## config.mk

```make
export PLATFORM = sky130hd
export DESIGN_NAME = pia_fifo_port
export DESIGN_NICKNAME = d
export VERILOG_FILES = /design/src/rtl/pia_pkg.sv /design/src/rtl/pia_sync_fifo.sv /design/src/rtl/pia_fifo_port.sv
export SDC_FILE = /design/constraint.sdc
export NUM_CORES = 1
export LEC_CHECK = 0
export ABC_AREA = 1
export ABC_CLOCK_PERIOD_IN_PS = 1890
export BUFFER_PORTS_ARGS = -buffer_cell sky130_fd_sc_hd__buf_4
export CORE_MARGIN = 4
export CORE_UTILIZATION = 30
export CTS_CLUSTER_SIZE = 24
export DETAILED_ROUTE_END_ITERATION = 10
export MAX_ROUTING_LAYER = met4
export PLACE_DENSITY = 0.53
export SLEW_MARGIN = 10
export SYNTH_ARGS = -nofsm -noshare
export SYNTH_HDL_FRONTEND = slang
export SYNTH_SLANG_ARGS = --single-unit
```

## constraint.sdc

```tcl
create_clock -name clk -period 1.89 [get_ports clk]
set_input_delay 0.189 -clock clk [delete_from_list [all_inputs] [get_ports clk]]
set_output_delay 0.189 -clock clk [all_outputs]
set_load 0.005 [all_outputs]
```

## src/rtl/pia_pkg.sv

```systemverilog
// pia_pkg: shared definitions for the pia_fifo_port peripheral.
//   - register offsets within the 4-byte window
//   - status bit positions used by the CTL registers
//   - keyboard handshake FSM state encoding
//   - value returned when the keyboard data register is read while empty
//   - address window decode helpers
package pia_pkg;

    localparam logic [1:0] PIA_OFS_KBD_DATA = 2'd0;
    localparam logic [1:0] PIA_OFS_KBD_CTL  = 2'd1;
    localparam logic [1:0] PIA_OFS_DSP_DATA = 2'd2;
    localparam logic [1:0] PIA_OFS_DSP_CTL  = 2'd3;

    localparam int CTL_NEMPTY = 7;
    localparam int CTL_FULL   = 6;
    localparam int CTL_IRQEN  = 0;

    localparam logic [7:0] PIA_EMPTY_READ = 8'h80;

    typedef enum logic [1:0] {
        K_IDLE = 2'd0,
        K_ACK  = 2'd1,
        K_WAIT = 2'd2
    } kbd_state_e;

    // True when addr falls in base..base+3. Uses the wrapped difference so the
    // base need not be 4-byte aligned.
    function automatic logic pia_in_window(input logic [15:0] addr,
                                           input logic [15:0] base);
        logic [15:0] diff;
        diff = addr - base;
        return (diff[15:2] == 14'd0);
    endfunction

    function automatic logic [1:0] pia_offset(input logic [15:0] addr,
                                              input logic [15:0] base);
        logic [15:0] diff;
        diff = addr - base;
        return diff[1:0];
    endfunction

endpackage

```

## src/rtl/pia_sync_fifo.sv

```systemverilog
// pia_sync_fifo: single-clock FIFO used for both the RX and TX queues.
// Ports:
//   clk, reset       clock, synchronous active-high reset (empties the FIFO)
//   push_i, data_i   write request and data; refused while full, even if a
//                    pop happens in the same cycle
//   pop_i            read request; ignored while empty
//   full_o, empty_o  status flags
//   count_o          occupancy, $clog2(DEPTH)+1 bits
//   head_o           oldest entry, forced to 0 while empty
module pia_sync_fifo #(
    parameter int DEPTH  = 4,
    parameter int DATA_W = 7
) (
    input  logic                       clk,
    input  logic                       reset,
    input  logic                       push_i,
    input  logic [DATA_W-1:0]          data_i,
    input  logic                       pop_i,
    output logic                       full_o,
    output logic                       empty_o,
    output logic [$clog2(DEPTH):0]     count_o,
    output logic [DATA_W-1:0]          head_o
);

    localparam int PW = $clog2(DEPTH);
    localparam int CW = PW + 1;

    logic [DATA_W-1:0] mem_q [DEPTH];
    logic [PW-1:0]     wr_ptr_q, rd_ptr_q;
    logic [CW-1:0]     count_q, count_d;
    logic              push_ok, pop_ok;

    assign full_o  = (count_q == CW'(DEPTH));
    assign empty_o = (count_q == '0);
    assign push_ok = push_i && !full_o;
    assign pop_ok  = pop_i && !empty_o;
    assign count_o = count_q;
    assign head_o  = empty_o ? '0 : mem_q[rd_ptr_q];

    always_comb begin
        count_d = count_q;
        if (push_ok && !pop_ok) begin
            count_d = count_q + CW'(1);
        end else if (pop_ok && !push_ok) begin
            count_d = count_q - CW'(1);
        end
    end

    // Pointers wrap naturally since DEPTH is a power of two.
    always_ff @(posedge clk) begin
        if (reset) begin
            wr_ptr_q <= '0;
            rd_ptr_q <= '0;
            count_q  <= '0;
        end else begin
            if (push_ok) begin
                wr_ptr_q <= wr_ptr_q + PW'(1);
            end
            if (pop_ok) begin
                rd_ptr_q <= rd_ptr_q + PW'(1);
            end
            count_q <= count_d;
        end
    end

    // Storage needs no reset: head_o is masked while empty.
    always_ff @(posedge clk) begin
        if (push_ok && !reset) begin
            mem_q[wr_ptr_q] <= data_i;
        end
    end

endmodule

```

## src/rtl/pia_fifo_port.sv

```systemverilog
// pia_fifo_port: memory-mapped keyboard RX / display TX FIFO peripheral.
// Register window BASE_ADDR+0..+3: KBD_DATA, KBD_CTL, DSP_DATA, DSP_CTL.
// Ports:
//   clk, reset               CPU clock, synchronous active-high reset
//   AB, DI, WE               CPU address, write data, write enable
//   dout, hit                read data / read hit, from the latched address
//   kbd_rdy, kbd_ack, kbd_data   keyboard source handshake
//   dsp_rdy, dsp_ack, dsp_data   display sink handshake
//   irq                      interrupt request (RX not empty and enabled)
// Build option: define PIA_FIFO_IRQ_EN to enable the interrupt and the
// KBD_CTL irq_en bit; otherwise irq is 0 and irq_en reads 0.
//
// Keyboard FSM
//   state  | meaning
//   K_IDLE | waiting for kbd_rdy with room in RX; push on entry to K_ACK
//   K_ACK  | kbd_ack high for this single cycle
//   K_WAIT | waiting for kbd_rdy to drop so a held character is not re-pushed
module pia_fifo_port
    import pia_pkg::*;
#(
    parameter logic [15:0] BASE_ADDR = 16'hD010,
    parameter int          DEPTH     = 4,
    parameter int          DATA_W    = 7
) (
    input  logic              clk,
    input  logic              reset,
    input  logic [15:0]       AB,
    input  logic [7:0]        DI,
    input  logic              WE,
    output logic [7:0]        dout,
    output logic              hit,
    input  logic              kbd_rdy,
    output logic              kbd_ack,
    input  logic [DATA_W-1:0] kbd_data,
    output logic              dsp_rdy,
    input  logic              dsp_ack,
    output logic [DATA_W-1:0] dsp_data,
    output logic              irq
);

    localparam int CW = $clog2(DEPTH) + 1;

    logic [15:0]       ab_q;
    logic              rd_vld_q;
    logic [1:0]        rd_ofs, wr_ofs;
    logic              wr_en;
    logic              irq_en;

    kbd_state_e        kbd_state_q, kbd_state_d;

    logic              rx_push, rx_pop, rx_full, rx_empty;
    logic [CW-1:0]     rx_count;
    logic [DATA_W-1:0] rx_head;
    logic              tx_push, tx_full, tx_empty;
    logic [CW-1:0]     tx_count;
    logic [DATA_W-1:0] tx_head;
    logic [6:0]        rx_char;

    // rd_vld_q keeps hit low straight out of reset even if BASE_ADDR is 0.
    always_ff @(posedge clk) begin
        if (reset) begin
            ab_q     <= '0;
            rd_vld_q <= 1'b0;
        end else begin
            ab_q     <= AB;
            rd_vld_q <= 1'b1;
        end
    end

    assign hit    = rd_vld_q && !WE && pia_in_window(ab_q, BASE_ADDR);
    assign rd_ofs = pia_offset(ab_q, BASE_ADDR);
    assign wr_en  = WE && pia_in_window(AB, BASE_ADDR);
    assign wr_ofs = pia_offset(AB, BASE_ADDR);

    assign rx_pop  = hit && (rd_ofs == PIA_OFS_KBD_DATA) && !rx_empty;
    assign tx_push = wr_en && (wr_ofs == PIA_OFS_DSP_DATA);

    pia_sync_fifo #(.DEPTH(DEPTH), .DATA_W(DATA_W)) u_rx_fifo (
        .clk     (clk),
        .reset   (reset),
        .push_i  (rx_push),
        .data_i  (kbd_data),
        .pop_i   (rx_pop),
        .full_o  (rx_full),
        .empty_o (rx_empty),
        .count_o (rx_count),
        .head_o  (rx_head)
    );

    pia_sync_fifo #(.DEPTH(DEPTH), .DATA_W(DATA_W)) u_tx_fifo (
        .clk     (clk),
        .reset   (reset),
        .push_i  (tx_push),
        .data_i  (DI[DATA_W-1:0]),
        .pop_i   (dsp_ack),
        .full_o  (tx_full),
        .empty_o (tx_empty),
        .count_o (tx_count),
        .head_o  (tx_head)
    );

    assign dsp_rdy  = !tx_empty;
    assign dsp_data = tx_head;

    always_ff @(posedge clk) begin
        if (reset) begin
            kbd_state_q <= K_IDLE;
        end else begin
            kbd_state_q <= kbd_state_d;
        end
    end

    always_comb begin
        kbd_state_d = kbd_state_q;
        rx_push     = 1'b0;
        case (kbd_state_q)
            K_IDLE: begin
                if (kbd_rdy && !rx_full) begin
                    rx_push     = 1'b1;
                    kbd_state_d = K_ACK;
                end
            end
            K_ACK: begin
                kbd_state_d = K_WAIT;
            end
            K_WAIT: begin
                if (!kbd_rdy) begin
                    kbd_state_d = K_IDLE;
                end
            end
            default: begin
                kbd_state_d = K_IDLE;
            end
        endcase
    end

    assign kbd_ack = (kbd_state_q == K_ACK);

`ifdef PIA_FIFO_IRQ_EN
    logic irq_en_q, irq_q;

    always_ff @(posedge clk) begin
        if (reset) begin
            irq_en_q <= 1'b0;
            irq_q    <= 1'b0;
        end else begin
            if (wr_en && (wr_ofs == PIA_OFS_KBD_CTL)) begin
                irq_en_q <= DI[CTL_IRQEN];
            end
            irq_q <= irq_en_q && !rx_empty;
        end
    end

    assign irq_en = irq_en_q;
    assign irq    = irq_q;
`else
    assign irq_en = 1'b0;
    assign irq    = 1'b0;
`endif

    always_comb begin
        rx_char                 = '0;
        rx_char[DATA_W-1:0]     = rx_head;
        dout                    = '0;
        if (hit) begin
            case (rd_ofs)
                PIA_OFS_KBD_DATA: begin
                    dout = rx_empty ? PIA_EMPTY_READ : {1'b1, rx_char};
                end
                PIA_OFS_KBD_CTL: begin
                    dout[CTL_NEMPTY] = !rx_empty;
                    dout[CTL_FULL]   = rx_full;
                    dout[CTL_IRQEN]  = irq_en;
                end
                PIA_OFS_DSP_DATA: begin
                    dout[CTL_NEMPTY] = tx_full;
                end
                default: begin
                    dout[CTL_NEMPTY] = tx_empty;
                    dout[CTL_FULL]   = tx_full;
                end
            endcase
        end
    end

    // Occupancy counts and the DI bits above the character width have no
    // consumer here.
    logic unused_bits;
    assign unused_bits = ^{DI, rx_count, tx_count};

endmodule

```

==> results_dict.tcl, run 1 <==
set metrics [dict create \
    grt_setup_unrepaired "yes" \
    start_kind "flop" \
    ys_warn_count 0 \
    vias 2854 \
    crit_arrival_ns 2.11 \
    ir_worst_vdd_v 0.000335 \
    setup_viol 0 \
    antenna_left 0 \
    crit_path_end "u_tx_fifo.count_o[2]" \
    crit_type "reg -> reg" \
    status "finished, final reports clean" \
    final.min_clock_period_ns 1.88 \
    syn-num-nets 459 \
    synthToLayoutAreaGrowth_pct 29.4 \
    drc 0 \
    grt_usage_pct 11.8 \
    synth_cells 411 \
    seq_power_share_pct 45.1 \
    fmaxAchievable_ghz 0.532 \
    clkTransAtPathRegs_ns 0.07 \
    antenna_found_initial 0 \
    power.share.clock_pct 35.1 \
    cellPowerDensity_mw_per_mm2 1010 \
    hold_violations 0 \
    required_ns 2.12 \
    synth_edf_count 56 \
    finalSetupTns_ns 0 \
    rrSetupSlack_ns 0.01 \
    synthXorXnorAreaFrac_pct 0.219 \
    synth_top_family_by_area "simple AND/OR/NAND/NOR gates" \
    synth-main-ff-cell "edfxtp_1" \
    setup.worst_path.end_class "flop" \
    fin_nets 544 \
    p_sw_share_pct 27.6 \
    finalMaxSlewViolations 0 \
    first_global_vias 2813 \
    worst-r2r-cell-count 13 \
    place.gp.congestion 0.753 \
    die_width_um 123 \
    cp_slowest_cell "fa_2" \
    cts-root-buf "clkbuf_16" \
    die-area_mm2 0.0152 \
    synthArstFlopShare_pct 0 \
    setup.worst_path.start "u_tx_fifo.count_o[0]" \
    cts-buffers-inserted 9 \
    wl_per_cell_um 12.0 \
    clock_tree.buffer_depth 2 \
    slowest_delay_ns 0.37 \
    port_buffers 52 \
    r2r-end "u_tx_fifo.count_o[2]" \
    ys_seq_elements 93 \
    drtIter0Drc 135 \
    skew_ns 0.00725 \
    p_switching_mw 1.45 \
    grt_pass1_wl_um 13200 \
    overflow 0 \
    synth_adder_area_share_pct 4.13 \
    final_cells 673 \
    die_h_um 123 \
    initial_core_util_pct 31.2 \
    hold_path.class "in -> reg" \
    synthMuxAreaShare_pct 0 \
    diodes 0 \
    clk_latency_ns 0.35 \
    ioPinCount 55 \
    dp_hpwl_um 5790 \
    tritoncts "done" \
    maxCapViolations 0 \
    cp_cell_sequence "inv_4, nand3_4, nand2_4, nor2_4, nand3_4, inv_4, ha_4, inv_2, fa_2, a21oi_2, o21ai_2, o21ai_1, a21oi_1" \
    final_layout_size_suffix_gt1_share_pct 30.7 \
    timing.rr.start "u_tx_fifo.count_o[0]" \
    leakagePower_nw 2.10 \
    comb_power_share_pct 19.8 \
    h-tree-depth 3 \
    synth-simple-area-share_pct 18.6 \
    hold_buffers 0 \
    dp_cells 654 \
    cts.sinks 93 \
    synth_compound_area_share_pct 9.08 \
    seq_area_frac_synth_pct 60.6 \
    period_share_pct 99.4 \
    ys_types 32 \
    vias_per_cell 4.24 \
    synth.avg_cell_area_um2 9.72 \
    grt_max_degree 23 \
    num-fill-cells 1272 \
    p_int_mw 3.79 \
    core-area_mm2 0.0128 \
    worstPathMaxFanout 3 \
    syn_area_mm2 0.00400 \
    rows 41 \
    firstDrtPassIters 4 \
    totalWireLength_um 8100 \
]
## per-layer routing
| layer | global-route usage, % | wire, µm |
|---|---|---|
| met1 | 15.0 | 3960 |
| met2 | 17.9 | 3650 |
| met3 | 3.11 | 361 |
| met4 | 4.57 | 135 |
| met5 | - | 0 |
## cell usage after synthesis (all sizes together) (4+ instances only)
cell type | number | share of area, %
o21ai | 40 | 5.0
buf | 5 | 0.75
nand3 | 9 | 2.0
dfxtp | 37 | 19
a21oi | 26 | 3.6
nor2 | 112 | 12
nand2 | 31 | 3.3
nand4 | 6 | 0.94
clkbuf | 5 | 0.47
nor3 | 4 | 0.78
ha | 10 | 3.1
edfxtp | 56 | 42
inv | 62 | 5.8
## worst min path at each step
stage | to | slack, ns | from | depth (start not counted)
global route | u_tx_fifo.mem_q[3][3] | 0.03 | DI[3] | 1
finish | u_tx_fifo.mem_q[1][4] | 0.04 | DI[4] | 1
CTS | u_tx_fifo.mem_q[3][4] | 0.03 | DI[4] | 1
detailed placement | u_tx_fifo.mem_q[1][4] | 0.40 | DI[4] | 1
floorplan | kbd_state_q[0] | 0.28 | reset | 1
global placement | u_tx_fifo.mem_q[3][4] | 0.39 | DI[4] | 1
## layout by cell type, fill, tap and decap left out, types with 3 or more instances in the layout
| master | netlist | routed |
|---|---|---|
| o21ai_0 | 10 | 8 |
| clkbuf_16 | 0 | 9 |
| dfxtp_1 | 37 | 29 |
| nand3_4 | 2 | 3 |
| edfxtp_1 | 56 | 56 |
| nand4_1 | 6 | 6 |
| o21ai_1 | 30 | 31 |
| nor3_1 | 3 | 3 |
| buf_4 | 2 | 83 |
| nor2_1 | 101 | 100 |
| ha_1 | 10 | 9 |
| nand2_1 | 27 | 27 |
| a21oi_1 | 24 | 21 |
| a21oi_2 | 1 | 4 |
| inv_6 | 0 | 3 |
| dfxtp_2 | 0 | 6 |
| nor2_4 | 3 | 4 |
| inv_2 | 14 | 15 |
| nor2_2 | 8 | 8 |
| inv_1 | 48 | 46 |
| nand3_1 | 5 | 5 |
## through the flow
step                      hold WS [ns]  power (mW)  utilization (%)  worst slack [ns]  area, µm²
after floorplan                  0.283        2.92                -            0.0168       4000
after global placement           0.393        3.37             37.3           -0.0997       4780
after detailed placement         0.396        3.39             37.3            -0.143       4780
after CTS                       0.0291        5.24             39.7           -0.0305       5090
after global routing            0.0267        5.52             40.3            -0.126       5170
final                           0.0402        5.24             40.3            0.0116       5170
## power groups by stage
stage	Clock, mW	Sequential, mW	Combinational, mW
finish	1.84	2.36	1.03
global route	1.98	2.38	1.17
CTS	1.89	2.35	1.00
detailed placement	0	2.39	0.999
global placement	0	2.39	0.979
floorplan	0	2.39	0.533
## worst max-delay path, delay by kind of cell (launching register included)
| kind | cells | cell delay, ns |
|---|---|---|
| and+or+nand+nor | 4 | 0.37 |
| adders and majority gates | 2 | 0.48 |
| buffers and inverters | 3 | 0.15 |
| AOI/OAI and AO/OA | 4 | 0.40 |
| DFF | 1 | 0.36 |
## final cells by class
cell class | instances | area [µm²] | area share [%]
Tap cell | 172 | 215 | 4.16
Clock inverter | 7 | 80.1 | 1.55
Clock buffer | 9 | 225 | 4.36
Inverter | 64 | 245 | 4.74
Sequential cell | 93 | 2440 | 47.1
Multi-Input combinational cell | 244 | 1330 | 25.8
Timing Repair Buffer | 84 | 634 | 12.3
## cells by family (layout without fill, tap and decap cells)
family | count (synthesis) | in the layout
flops | 93 | 93
fa+ha+maj | 12 | 12
compound gates | 68 | 68
buf+inv | 74 | 164
simple gates | 162 | 162
xor+xnor | 1 | 1
other cells | 1 | 1
## state kept, by name (all words and copies together), names as in the netlist, named ones only
| signal | count |
|---|---|
| u_tx_fifo.mem_q | 28 |
| u_tx_fifo.count_o | 3 |
| u_rx_fifo.rd_ptr_q | 2 |
| u_rx_fifo.count_o | 3 |
| u_rx_fifo.wr_ptr_q | 2 |
| ab_q | 16 |
| u_tx_fifo.wr_ptr_q | 2 |
| kbd_state_q | 2 |
| u_rx_fifo.mem_q | 28 |
| u_tx_fifo.rd_ptr_q | 2 |
| rd_vld_q | 1 |
## what timing repair did
item	CTS	global route
cloned	0	0
endpoints found under the hold margin	0	0
gates resized for setup	2	22
endpoints found under the setup margin	3	11
setup buffers	0	3
pin swaps	0	7
Power figures use the tool's default switching activity.
==> run 2, diff against run 1 <==
==> constraint.sdc (replaced) <==
create_clock -name clk -period 1.89 [get_ports clk]
set_input_delay 0.378 -clock clk [delete_from_list [all_inputs] [get_ports clk]]
set_output_delay 0.378 -clock clk [all_outputs]
set_load 0.005 [all_outputs]
==> run 2 against run 1 <==
- critical path depth decreased by 6
- power rose by 4.2%
- clock power is 5% higher
- worst hold slack improved by 0.20 ns
- maximum frequency down 0.44%
- sequential power about the same
- die area unchanged
- register-to-register slack improved by 0.04 ns
- highest routed layer unchanged
==> results_dict.tcl, run 2 (synthesis results as in run 1) <==
set metrics [dict create \
    status "finished, final reports clean" \
    wl_met2_um 3860 \
    p_switching_mw 1.44 \
    start_kind "flop" \
    cts-root-buf "clkbuf_16" \
    post_dp_cell_area_mm2 0.00486 \
    dr_wl_met3_um 273 \
    antenna_found_initial 0 \
    timing.rr.start "u_tx_fifo.count_o[0]" \
    hold_violations 0 \
    dr.max_layer_used "met4" \
    h-tree-depth 3 \
    firstDrtPassIters 4 \
    fin_nets 559 \
    utilization_pct 41.8 \
    required_ns 1.51 \
    clock_tree.buffer_depth 2 \
    ioPinCount 55 \
    fmaxAchievable_ghz 0.530 \
    clk_latency_ns 0.34 \
    stdcell_area_mm2 0.00536 \
    dp_cells 664 \
    core-area_mm2 0.0128 \
    grt_pass1_wl_um 13300 \
    final.min_clock_period_ns 1.89 \
    worstPathMaxFanout 7 \
    skew_ns 0.00555 \
    final_layout_size_suffix_gt1_share_pct 34.9 \
    drt-met1-wl_um 3870 \
    vias 2935 \
    p_int_mw 4.02 \
    leakagePower_nw 2.19 \
    setup.worst_path.end_class "primary output" \
    dp_hpwl_um 5880 \
    die_width_um 123 \
    first_global_vias 2848 \
    crit_type "reg -> out" \
    initial_core_util_pct 31.2 \
    crit_arrival_ns 1.51 \
    rrSetupSlack_ns 0.05 \
    seq_power_share_pct 43.1 \
    final_common_cell "nor2_1" \
    hold_path.class "in -> reg" \
    overflow 0 \
    power.share.clock_pct 35.3 \
    drc 0 \
    die-area_mm2 0.0152 \
    whs_ns 0.238 \
    place.gp.congestion 0.791 \
    tritoncts "done" \
    dp_slack_ns -0.256 \
    vias_per_cell 4.27 \
    die_h_um 123 \
    hold_buffers 0 \
    maxCapViolations 0 \
    totalWireLength_um 8210 \
    antenna_left 0 \
    final_cells 688 \
    grt_usage_pct 11.8 \
    comb_power_share_pct 21.6 \
    ir_worst_vdd_v 0.000425 \
    worstHoldPathCells 1 \
    port_buffers 52 \
    rows 41 \
    min_to "u_rx_fifo.mem_q[1][3]" \
    wl_per_cell_um 11.9 \
    drtIter0Drc 96 \
    cts-buffers-inserted 9 \
    cellPowerDensity_mw_per_mm2 1020 \
    hold_start "kbd_data[3]" \
    p_sw_share_pct 26.4 \
    worst-r2r-cell-count 13 \
    setup_viol 0 \
    final_cell_mix "nor2_1, buf_4, edfxtp_1" \
    grt_setup_unrepaired "yes" \
    clkTransAtPathRegs_ns 0.07 \
    synthToLayoutAreaGrowth_pct 34.2 \
    diodes 0 \
    grt_max_degree 23 \
    finalMaxSlewViolations 0 \
    cts.sinks 93 \
    r2r-end "u_tx_fifo.count_o[2]" \
    period_share_pct 99.8 \
    setup_ws_ns 0.00336 \
    largestRegisters "u_rx_fifo.mem_q: 28 flops, u_tx_fifo.mem_q: 28 flops, ab_q: 16 flops" \
]
==> run 2: cell types whose count changed in the layout (fill, tap and decap cells not counted), sizes merged <==
cell    delta
inv        -2
bufinv     +1
buf       +15
clkinv     +1
==> run 2: per-layer routing <==
layer	track usage, %	up-vias
met1	14.8	1345
met3	2.38	13
li1	-	1527
met4	5.74	0
met2	18.2	50
met5	-	-
==> run 2: repair_timing <==
action,CTS,global route
pin swaps,4,11
endpoints found under the setup margin,12,18
buffers inserted,4,4
resized for setup,15,26
==> run 2: how the worst max path moves through the flow <==
stage	from	end
5_1_grt	ab_q[3]	dout[1]
2_1_floorplan	AB[11]	u_tx_fifo.count_o[2]
3_5_place_dp	AB[0]	u_tx_fifo.count_o[2]
4_1_cts	ab_q[2]	dout[1]
6_report	ab_q[3]	dout[1]
3_3_place_gp	AB[0]	u_tx_fifo.count_o[2]
==> run 2: power groups by stage <==
stage                     logic, mW  registers, mW  clock network (mW)
after floorplan               0.536           2.38                   0
after global placement         1.00           2.38                   0
after detailed placement       1.03           2.38                   0
after CTS                      1.11           2.34                1.97
after global routing           1.31           2.37                2.07
final                          1.18           2.35                1.93
==> run 2: through the flow <==
step	TNS, ns	power [mW]
2_1_floorplan	-0.000144	2.92
3_3_place_gp	-0.399	3.38
3_5_place_dp	-0.480	3.41
4_1_cts	-0.350	5.43
5_1_grt	-0.744	5.75
6_report	0	5.46
==> run 2: cell type report <==
| cell class | count | area [µm²] |
|---|---|---|
| timing repair buffer | 99 | 774 |
| clock inverter | 7 | 96.3 |
| tap | 172 | 215 |
| sequential | 93 | 2440 |
| inverter | 64 | 250 |
| clock buffer | 9 | 225 |
| fill | 1264 | 7460 |
| multi-input combinational | 244 | 1360 |
==> run 2: critical path: stages (launching register included) <==
cell and delay (ns):
dfxtp_2 0.32, nor2_2 0.09, nand3_1 0.08, nor2_2 0.18, nand3_4 0.11, buf_12 0.16, a21oi_2 0.10, buf_4 0.12
